### config.mk
export PLATFORM = sky130hd
export DESIGN_NAME = breath_seq
export DESIGN_NICKNAME = d
export VERILOG_FILES = /design/src/rtl/breath_seq.sv
export SDC_FILE = /design/constraint.sdc
export NUM_CORES = 1
export LEC_CHECK = 0
export ABC_AREA = 1
export BUFFER_PORTS_ARGS = -buffer_cell sky130_fd_sc_hd__buf_2
export CAP_MARGIN = 20
export CORE_ASPECT_RATIO = 0.6
export CORE_MARGIN = 4
export CORE_UTILIZATION = 55
export DETAILED_ROUTE_END_ITERATION = 8
export PLACE_DENSITY = 0.79
export SYNTH_ARGS = -nofsm -noshare
export SYNTH_HDL_FRONTEND = slang
export SYNTH_SLANG_ARGS = --single-unit
### constraint.sdc
create_clock -name clk -period 7 [get_ports clk]
set_clock_uncertainty 0.2 [all_clocks]
set_input_delay 0.7 -clock clk [delete_from_list [all_inputs] [get_ports clk]]
set_output_delay 0.7 -clock clk [all_outputs]
set_load 0.005 [all_outputs]
### src/rtl/breath_seq.sv
// Breathing-brightness duty sequencer for the PWM LED path.
// Ramps duty up, dwells at full scale, ramps down, dwells at zero, on a
// prescaled tick; pause via en, step size via speed.
module breath_seq #(
   parameter int unsigned BITS       = 9,
   parameter int unsigned TICK_DIV   = 12000,
   parameter int unsigned HOLD_TICKS = 64
) (
   input  logic            clk,
   input  logic            rst,
   input  logic            en,
   input  logic [1:0]      speed,
   output logic [BITS-1:0] duty,
   output logic            duty_upd,
   output logic            dir,
   output logic            cycle_done
);

   localparam int unsigned CntW    = $clog2(TICK_DIV);
   localparam int unsigned HoldW   = (HOLD_TICKS < 2) ? 1 : $clog2(HOLD_TICKS);
   localparam logic [CntW-1:0]  CntLast  = CntW'(TICK_DIV - 1);
   localparam logic [HoldW-1:0] HoldLast = HoldW'((HOLD_TICKS == 0) ? 0 : HOLD_TICKS - 1);
   localparam logic [BITS:0]    MaxV     = {1'b0, {BITS{1'b1}}};
   localparam logic [BITS-1:0]  DutyMax  = '1;

   typedef enum logic [2:0] {StIdle, StRise, StHoldHi, StFall, StHoldLo} state_e;

   state_e          state_q, state_d;
   logic [CntW-1:0] cnt_q, cnt_d;
   logic [HoldW-1:0] hold_q, hold_d;
   logic [BITS-1:0] duty_q, duty_d;
   logic            upd_q, upd_d;
   logic            dir_q, dir_d;
   logic            cd_q, cd_d;
   logic            tick;

   logic [BITS:0]   step_w, sum_w, diff_w;
   logic [BITS-1:0] rise_val, fall_val;

   // Prescaler: free-runs while enabled, cleared while paused.
   always_comb begin
      tick  = en && (cnt_q == CntLast);
      cnt_d = (!en || tick) ? '0 : cnt_q + CntW'(1);
   end

   // Saturating ramp arithmetic, one bit wider than duty so nothing wraps.
   always_comb begin
      step_w   = {{BITS{1'b0}}, 1'b1} << speed;
      sum_w    = {1'b0, duty_q} + step_w;
      diff_w   = {1'b0, duty_q} - step_w;
      rise_val = (sum_w > MaxV) ? DutyMax : sum_w[BITS-1:0];
      fall_val = ({1'b0, duty_q} <= step_w) ? '0 : diff_w[BITS-1:0];
   end

   // Next state, duty, dwell count and registered-output values.
   always_comb begin
      state_d = state_q;
      duty_d  = duty_q;
      hold_d  = hold_q;
      cd_d    = 1'b0;
      unique case (state_q)
         StIdle: begin
            if (en) state_d = StRise;
         end
         StRise: begin
            if (tick) begin
               duty_d = rise_val;
               if (rise_val == DutyMax) state_d = (HOLD_TICKS != 0) ? StHoldHi : StFall;
            end
         end
         StHoldHi, StHoldLo: begin
            if (tick) begin
               if (hold_q == HoldLast) begin
                  hold_d  = '0;
                  state_d = (state_q == StHoldHi) ? StFall : StRise;
               end else begin
                  hold_d = hold_q + HoldW'(1);
               end
            end
         end
         StFall: begin
            if (tick) begin
               duty_d = fall_val;
               if (fall_val == '0) begin
                  cd_d    = 1'b1;
                  state_d = (HOLD_TICKS != 0) ? StHoldLo : StRise;
               end
            end
         end
         default: state_d = StIdle;
      endcase
      upd_d = (duty_d != duty_q);
      dir_d = (state_d == StRise) || (state_d == StHoldHi);
   end

   // State and output registers; reset clears everything at once.
   always_ff @(posedge clk or posedge rst) begin
      if (rst) begin
         state_q <= StIdle;
         cnt_q   <= '0;
         hold_q  <= '0;
         duty_q  <= '0;
         upd_q   <= 1'b0;
         dir_q   <= 1'b0;
         cd_q    <= 1'b0;
      end else begin
         state_q <= state_d;
         cnt_q   <= cnt_d;
         hold_q  <= hold_d;
         duty_q  <= duty_d;
         upd_q   <= upd_d;
         dir_q   <= dir_d;
         cd_q    <= cd_d;
      end
   end

   assign duty       = duty_q;
   assign duty_upd   = upd_q;
   assign dir        = dir_q;
   assign cycle_done = cd_q;

endmodule

# [Yosys cells after proc, flatten, opt, wreduce, memory -nomap -nowiden]
# Index checks and enable logic that the tools add are counted.
[classes] addsub=4 n_mul=0 div=0 magnitude_cmp=2 n_eq_ne=10 n_shift=1 n_mux=19 bitwise_logic=0 n_reduce_logical=8
[ops] op="$mux 9" n=4
[ops] op="$mux 3" n=7
[ops] op="$pmux 9 s2" n=1
[ops] op="$add 14x1->14 const B" n=1
[ops] op="$eq 14x14->1 const B" n=1
[ops] op="$mux 14" n=1
[ops] op="$pmux 3 s4" n=1
[ops] op="$add 9x10->10" n=1
[ops] op="$gt 10x9->1 const B" n=1
[ops] op="$le 9x10->1" n=1
[ops] op="$shl 1x2->10 const A" n=1
[ops] op="$eq 3x2->1 const B" n=3
[ops] op="$eq 9x9->1 const B" n=1
[ops] op="$logic_not 9->1" n=1
[ops] op="$ne 9x9->1" n=1
[ops] op="$sub 9x9->9" n=1
[ops] op="$add 6x1->6 const B" n=1
[ops] op="$eq 3x1->1 const B" n=2
[ops] op="$eq 6x6->1 const B" n=1
[ops] op="$mux 6" n=1
[ops] op="$eq 3x3->1 const B" n=1
[ops] op="$logic_not 3->1" n=1
[ops] op="$mux 1" n=3
[ops] op="$logic_or 1x1->1" n=2
[ops] op="5 further kinds" n=5
[totals] regBits=35 latchBits=0 mem_bits_rw=0 rom_bits=0 n_memories=0

# [Longest topological paths before layout]
# Gate-level depths: netlist of run 1.
[depth] ltp_word=10 mapped_depth=20 mapped_depth_nobuf=20

# [Worst setup path before layout of run 1]
# No wires, ideal clock.
[synth_timing] path_type="in2reg" from="input speed[0]" to="register dir_q (netlist: dir)" arrival_ns=2.533 required_time_ns=6.684 path_slack_ns=4.151 stages=19 path_buffers=0 path_cell_list="nor2_1 -> ha_1 -> inv_1 -> fa_1 -> nand3b_1 -> nand2_2 -> nand2_1 -> nand2_1 -> nand2_1 -> nand2_1 -> nand2_1 -> nor2_1 -> inv_1 -> nor2_2 -> nor2_1 -> nor2_2 -> inv_1 -> nand2_1 -> nand2_1"
[synth_between] elab_chain_len=10 elab_cells_between_ends=17 cone_classes="2 x add/sub; 2 x order compare; 3 x eq/ne; 1 x shift; 7 x mux; 2 x reduce/logical"
[synth_rtl] item="from (decl)" line_no="12" text="input logic [1:0] speed,"
[synth_rtl] item="$shl 1x2->10 *" line_no="48" text="step_w = {{BITS{1'b0}}, 1'b1} << speed;"
[synth_rtl] item="$add 9x10->10" line_no="49" text="sum_w = {1'b0, duty_q} + step_w;"
[synth_rtl] item="$gt 10x9->1" line_no="51" text="rise_val = (sum_w > MaxV) ? DutyMax : sum_w[BITS-1:0];"
[synth_rtl] item="$mux 9" line_no="51"
[synth_rtl] item="$eq 9x9->1" line_no="68" text="if (rise_val == DutyMax) state_d = (HOLD_TICKS != 0) ? StHoldHi : StFall;"
[synth_rtl] item="$mux 3" line_no="68"
[synth_rtl] item="$mux 3" line_no="66" text="if (tick) begin"
[synth_rtl] item="$pmux 3 s4 *" line_no="61" text="unique case (state_q)"
[synth_rtl] item="named net state_d[0]" line_no="28" text="state_e state_q, state_d;"
[synth_rtl] item="$eq 3x1->1 / $eq 3x2->1 (equally long branches)" line_no="93" text="dir_d = (state_d == StRise) || (state_d == StHoldHi);"
[synth_rtl] item="$logic_or 1x1->1 *" line_no="93"
[synth_rtl] item="named net dir_d" line_no="33" text="logic dir_q, dir_d;"
[synth_rtl] item="to (signal assigned)" line_no="112" text="dir_q <= dir_d;"
[synth_rtl] item="to (decl)" line_no="33"
# The timed path passes the listed nets; every way through them passes the cells marked *.
# A chain may end at the register's enable or synchronous reset.

# [Worst setup path after layout of run 1]
[layout_timing] from="input speed[0]" to="register upd_q (netlist: duty_upd)"
[layout_between] elab_chain_len=7 elab_cells_between_ends=11 cone_classes="2 x add/sub; 2 x order compare; 1 x eq/ne; 1 x shift; 5 x mux"
[layout_rtl] item="$shl 1x2->10 *" line_no="48"
[layout_rtl] item="$add 9x10->10" line_no="49"
[layout_rtl] item="$gt 10x9->1" line_no="51"
[layout_rtl] item="$mux 9" line_no="51"
[layout_rtl] item="$mux 9" line_no="66"
[layout_rtl] item="$pmux 9 s2 *" line_no="61"
[layout_rtl] item="$ne 9x9->1 *" line_no="92" text="upd_d = (duty_d != duty_q);"
[layout_rtl] item="named net upd_d" line_no="32" text="logic upd_q, upd_d;"
[layout_rtl] item="to (signal assigned)" line_no="111" text="upd_q <= upd_d;"
[layout_rtl] item="to (decl)" line_no="32"
# Marks and branches as above.

==> results of run 1 <==
## path summary, 6_finish.rpt
path / startpoint / endpoint / slack [ns]
min: cnt_q[0]$_DFF_PP0_ / cnt_q[0]$_DFF_PP0_ / 0.26
max in group asynchronous: rst / cnt_q[0]$_DFF_PP0_ / 5.99
max: speed[0] / duty_upd$_DFF_PP0_ / 3.91
min in group asynchronous: rst / hold_q[1]$_DFFE_PP0P_ / 0.30
min reg2reg: cnt_q[0]$_DFF_PP0_ / cnt_q[0]$_DFF_PP0_ / 0.26
max reg2reg: duty[0]$_DFF_PP0_ / dir$_DFF_PP0_ / 4.05
## metal layers
| layer | track usage, % | wire (microns) | vias to the layer above | part of all wire (%) |
|---|---|---|---|---|
| li1 | - | - | 1440 | - |
| met1 | 41.4 | 3800 | 1319 | 51 |
| met2 | 29.4 | 2800 | 165 | 38 |
| met3 | 4.95 | 797 | 10 | 11 |
| met4 | 4.42 | 59 | 0 | 0.79 |
| met5 | 0 | 0 | - | 0 |
## kinds of logic after synthesis
| kind of cell | Yosys count |
|---|---|
| flip-flops | 35 |
| AND/OR/NAND/NOR | 264 |
| multiplexers | 1 |
| buffers and inverters | 70 |
| XOR/XNOR | 7 |
| AO/OA/AOI/OAI | 47 |
| adder cells (fa/ha/maj) | 13 |
## power breakdown
part           internal [uW]  leakage (uW)  switching (uW)  total (uW)
logic                    142       0.00116             254         395
clock network           69.8     0.0000422            68.9         139
registers                224      0.000444            53.2         278
## cell type report
cell class | instances | share of cell area, %
clock inverter | 1 | 0.159
tap | 66 | 2.63
multi-input combinational | 332 | 56.0
clock buffer | 7 | 2.43
sequential | 35 | 27.9
timing repair buffer | 17 | 2.79
inverter | 65 | 8.05
## layout by cell type, fill, tap and decap left out, types with 2 or more instances in the layout
master,synthesis,routed
and3_1,3,3
fa_1,2,2
nand3_2,7,7
xnor2_1,2,2
clkbuf_1,0,2
nand2_4,2,2
nand2_1,128,128
inv_1,54,54
nor3_1,10,10
o21ai_0,14,14
inv_2,8,8
a21oi_2,2,2
ha_1,11,11
a21oi_1,25,25
o21a_1,3,3
nor2_2,11,11
buf_2,0,16
nand4_1,12,12
nand2_2,5,5
dfrtp_1,35,35
nand3_1,35,35
xor2_1,5,5
nor2_1,39,39
nand3b_1,2,2
clkbuf_8,0,5
clkinv_2,1,2
nor2_4,4,4
## metrics by stage
step / instances / util [%] / total power [uW]
after global placement: 515 / 59.6 / 660
after global routing: 523 / 61.2 / 886
after floorplan: 437 / - / 578
final: 523 / 61.2 / 811
after detailed placement: 515 / 59.6 / 663
after CTS: 523 / 61.2 / 804
## flip-flops by register name (all words and copies together), names as in the netlist
| name | count |
|---|---|
| duty | 9 |
| dir | 1 |
| cnt_q | 14 |
| hold_q | 6 |
| cycle_done | 1 |
| state_q | 3 |
| duty_upd | 1 |
## critical path: cells and delay by family
family / cells / cell delay [ns]
AND/OR/NAND/NOR: 15 / 1.46
adder cells (fa/ha/maj): 2 / 0.65
buffers and inverters: 3 / 0.23
==> results.tsv, run 1 <==
metric	value	unit
dieArea	0.00663	sq mm
gp_congestion	1.00	
fin_crit_sh	44.1	%
place_area	0.00306	sq mm
drt_iter0_drc	296	
finalHoldViolations	0	
synth_compound_area_share	8.67	%
io_buffers	16	
p_leak	0.00165	uW
hold_depth	1	
critPathMostFrequentCell	nand2_1	
synthCells	437	
ys_warn_count	0	
critPathArrivalTime	3.06	ns
rsz0062_at_grt	no	
final_area	0.00314	sq mm
hpwl	5800	microns
timing.final.ws_setup	3.91	ns
wl_per_cell	14.3	microns
synth-seq-cells	35	
ir_drop	128	uV
grt_pass1_vias	2477	
pin_count	17	
drt-total-wl	7460	microns
yosys.area_share.adder	6.03	%
dpl_worst_slack	3.67	ns
yosysTopAreaCellShare	29.7	%
hold_buffers	0	
clock-sinks	35	
grtUsageTotal	24.1	%
clk_latency	0.28	ns
cts_tree	done	
grt_max_degree	36	
die_width	102	microns
cts_resized	0	
layout-drive-gt1-share	15.3	%
clk_pin_slew	0.07	ns
setup_viol	0	
cts_root_buffer	clkbuf_8	
synth_cell_types	37	
hold-worst-slack	0.261	ns
vias_per_cell	5.61	
required	6.97	ns
grt_pass1_wl	12600	microns
muxShareOfSynthArea	0.382	%
num_vias	2934	
min_path_type	register to register	
antenna_found_initial	0	
regArea	876	sq um
outcome	finished, final reports clean	
synth_area	0.00294	sq mm
n_fill_cell	476	
num_rows	20	
fmax	0.324	GHz
critPathLaunchType	input port	
slew_viol_final	0	
ant_nets	0	
h-tree-depth	2	
synth_common_cells	128 x nand2_1, 54 x inv_1, 39 x nor2_1	
synth_xor_area_share	2.08	%
syn_avg_cell_area	6.74	sq um
initial_core_util	57.4	%
critPathMaxStageDelay	0.41	ns
synth_edf_count	0	
post-route-min-period	3.09	ns
ys.flop_type	dfrtp_1	
crit_fanout	5	
synth-simple-area-share	42.6	%
p_per_area	258	mW/mm^2
synth_top_family_by_area	simple AND/OR/NAND/NOR gates	
grt_overflow	0	
drt-pass1-iter-count	5	
synth.area.top_cells	dfrtp_1 30%, nand2_1 16%, inv_1 6.9%	
maxCapViolCount	0	
die_y	64.7	microns
ff2ff_path_depth	17	
num_antenna_cells	0	
synth_area_leader_cell	dfrtp_1	
cts_buffers	5	
max_slew_margin	64.3	%
fin_nets	474	
core-area	0.00513	sq mm
cp_cell_sequence	buf_2 > nor2_1 > ha_1 > inv_1 > fa_1 > nand3b_1 > nand2_2 > nand2_1 > nand2_1 > nand2_1 > nand2_1 > inv_1 > nand2_1 > nand2_1 > nand2_1 > nand2_1 > nor2_1 > nand3_1 > nor2_1 > nand2_1	
cts_setup_buffers	0	
multi_input_area	0.00176	sq mm
clockBufferDepth	2	
fin_tns_setup	0	ns
slowest_stage	fa_1	
route.detailed.drc	0	
async_flop_share	100	%
syn_nets	455	
path_class	input port to register	
yosysMostFrequentCell	nand2_1	
worst-slew-pin-transition	0.536	ns
cp-end-kind	register	
syn_to_final_growth	6.63	%
ys_seq_area_share	29.7	%
No activity file was read; power rests on OpenSTA's default activity.
==> inputs of run 2 (changes only) <==
--- a/config.mk
+++ b/config.mk
@@ -5,14 +5,14 @@
 export SDC_FILE = /design/constraint.sdc
 export NUM_CORES = 1
 export LEC_CHECK = 0
-export ABC_AREA = 1
+export ABC_AREA = 0
 export BUFFER_PORTS_ARGS = -buffer_cell sky130_fd_sc_hd__buf_2
 export CAP_MARGIN = 20
 export CORE_ASPECT_RATIO = 0.6
 export CORE_MARGIN = 4
 export CORE_UTILIZATION = 55
 export DETAILED_ROUTE_END_ITERATION = 8
-export PLACE_DENSITY = 0.79
+export PLACE_DENSITY = 0.82
 export SYNTH_ARGS = -nofsm -noshare
 export SYNTH_HDL_FRONTEND = slang
 export SYNTH_SLANG_ARGS = --single-unit
==> constraint.sdc (replaced) <==
create_clock -name clk -period 2.65 [get_ports clk]
set_clock_uncertainty 0.2 [all_clocks]
set_input_delay 0.265 -clock clk [delete_from_list [all_inputs] [get_ports clk]]
set_output_delay 0.265 -clock clk [all_outputs]
set_load 0.005 [all_outputs]
==> results.tsv, run 2 <==
metric	value	unit	change
grt_max_degree	36		unchanged
maxCapViolCount	0		unchanged
violations	negative setup slack		
worstSetupStartpoint	duty[1]$_DFF_PP0_		
drt_iter0_drc	651		+120%
final_common_cell	buf_4		
vias_per_cell	6.76		+21%
drt-pass1-iter-count	9		+4
critPathCapture	duty_upd$_DFF_PP0_		
fmax	0.305	GHz	
synthCells	318		-27%
top_register	cnt_q		
initial_core_util	57.7	%	+0.26 points
rr_startpoint	duty[1]$_DFF_PP0_		
fin_tns_setup	-2.11	ns	-2.11 ns
critPathArrivalTime	3.22	ns	+0.16 ns
slowest_stage	or4_1		
fin_nets	426		-10%
max_slew_margin	56.6	%	-7.6 points
clk_pin_slew	0.07	ns	about the same
pin_count	17		unchanged
die_y	62.0	microns	-4.1%
syn_to_final_growth	41.7	%	
place_area	0.00331	sq mm	+8.3%
synth.area.top_cells	dfrtp_1 33%, ha_1 5.1%, nor2_1 5.1%		
hpwl	6210	microns	+7.1%
cp_cell_sequence	buf_4 > fa_2 > a211oi_4 > buf_6 > nor2_2 > o21bai_2 > a221oi_2 > o41ai_2 > a31oi_1 > or4_1		
clock-sinks	35		unchanged
synth_cell_types	60		+62%
layout-drive-gt1-share	38.5	%	+23 points
clockBufferDepth	2		unchanged
route.detailed.drc	0		unchanged
cp_top_family	compound AO/OA/AOI/OAI gates		
yosysMostFrequentCell	nor2_1		
ir_drop	431	uV	+240%
async_flop_share	100	%	unchanged
crit_buf_inv	2		-1
grt_pass1_vias	2752		+11%
cts_buffers	5		unchanged
finalPower	1170	uW	+44%
yosysTopAreaCellShare	32.8	%	+3.0 points
critPathLaunchType	register		
grt_pass1_wl	14400	microns	+15%
timing.final.ws_setup	-0.628	ns	-4.54 ns
slew_viol_final	0		unchanged
crit_fanout	5		unchanged
synth-seq-cells	35		unchanged
final_area	0.00379	sq mm	+21%
num_vias	3186		+8.6%
post-route-min-period	3.28	ns	
synth_area	0.00267	sq mm	-9.2%
fin_crit_sh	124	%	
outcome	complete, but fails checks		
die_width	98.0	microns	-4.4%
grt_overflow	0		unchanged
required	2.59	ns	-4.38 ns
syn_nets	336		-26%
synth_area_leader_cell	dfrtp_1		
wl_per_cell	21.9	microns	+53%
dieArea	0.00607	sq mm	-8.3%
h-tree-depth	2		unchanged
ys_warn_count	0		unchanged
largest_reg_flops	14		unchanged
ys_seq_area_share	32.8	%	+3.0 points
cts_root_buffer	clkbuf_8		
gp_congestion	1.07		+6.8%
path_class	register to register		
num_rows	19		-5.0%
rsz0062_at_grt	yes		
setup_viol	6		+6
r2r_slack	-0.63	ns	-4.68 ns
num_antenna_cells	0		unchanged
antenna_found_initial	0		unchanged
dpl_worst_slack	-0.607	ns	-4.28 ns
syn_avg_cell_area	8.40	sq um	+25%
synth_edf_count	0		unchanged
critPathMaxStageDelay	0.57	ns	+0.16 ns
reg2reg_to	duty_upd$_DFF_PP0_		
cp-end-kind	register		
worst-slew-pin-transition	0.648	ns	+0.112 ns
finalHoldViolations	0		unchanged
ant_nets	0		unchanged
min_path_type	input port to register		
core-area	0.00464	sq mm	-9.6%
p_leak	0.00174	uW	+5.4%
multi_input_area	0.00197	sq mm	+12%
dp_cells	448		-13%
ff2ff_path_depth	10		-7
synth_common_cells	36 x nor2_1, 35 x dfrtp_1, 33 x nand2_1		
regArea	877	sq um	+0.14%
clk_latency	0.29	ns	about the same
io_buffers	16		unchanged
drt-total-wl	10300	microns	+38%
final_cell_mix	73 x buf_4, 34 x dfrtp_1, 32 x nor2_1, 32 x nand2_1		
n_fill_cell	271		-43%
p_per_area	309	mW/mm^2	+19%
cp.depth	10		-50%
cts_tree	done		
grtUsageTotal	31.1	%	+7.0 points
ys.flop_type	dfrtp_1		
instances_no_fill	471		-9.9%
run 2: changes by cell type after synthesis, sizes merged, moves of 18 or more:
cell and delta:
nand3 -25, nor2 -18, inv -48, nand2 -102
run 2: how the worst min path moves through the flow:
stage	slack, ns	cells past startpoint	start	endpoint
6_report	0.1	2	en	cnt_q[4]$_DFF_PP0_
5_1_grt	0.11	2	en	cnt_q[4]$_DFF_PP0_
4_1_cts	0.07	2	en	cnt_q[4]$_DFF_PP0_
3_5_place_dp	0.20	3	rst	hold_q[4]$_DFFE_PP0P_
3_3_place_gp	0.18	3	rst	hold_q[4]$_DFFE_PP0P_
2_1_floorplan	0.19	1	en	cnt_q[4]$_DFF_PP0_
run 2: cell families (layout without fill, tap and decap cells):
family,Yosys count,in the layout,share of synthesized area [%]
xor+xnor,22,22,7.21
mux,5,5,1.97
fa+ha+maj,13,13,6.65
buf+inv,29,119,4.40
simple gates,134,134,24.7
flops,35,35,32.8
compound gates,80,80,22.3
run 2: report_power, final:
part / internal [uW] / switching (uW) / total [uW] / leakage, uW
Combinational: 99.2 / 118 / 218 / 0.00123
Clock: 204 / 206 / 410 / 0.0000470
Sequential: 537 / 4.13 / 541 / 0.000460
Total: 841 / 329 / 1170 / 0.00174
run 2: worst reg2reg max path, delay by kind of cell (launching register included):
family / cells / cell delay, ns
AO/OA/AOI/OAI: 5 / 1.08
AND/OR/NAND/NOR: 2 / 0.63
flip-flops: 1 / 0.47
adder cells (fa/ha/maj): 1 / 0.42
buffers and inverters: 2 / 0.35
run 2: metal layers:
layer,up-vias,global-route usage [%],share of wire [%]
li1,1345,-,-
met4,0,9.27,5.7
met2,291,46.4,40
met1,1460,42.8,38
met3,90,11.4,16
met5,-,0,0
run 2: stage by stage:
stage               hold WS (ns)  util [%]
finish                    0.0958      81.7
CTS                       0.0703      78.5
floorplan                  0.194         -
global placement           0.181      71.4
global route               0.108      81.7
detailed placement         0.195      71.4
run 2: repair_timing:
| item | in CTS | in global routing |
|---|---|---|
| setup buffers | 15 | 2 |
| hold buffers | 1 | 0 |
| hold endpoints to repair | 35 | 0 |
| endpoints found under the setup margin | 7 | 12 |
| gates resized for setup | 31 | 24 |
| pin swaps | 25 | 12 |
run 2: cell type report:
type | instances | area share (%)
clock buffers | 6 | 2.18
clock inverters | 1 | 0.132
inverters | 15 | 1.49
multi-input cells | 254 | 51.9
flip-flops and latches | 35 | 23.2
well taps | 63 | 2.08
repair buffers | 97 | 19.0
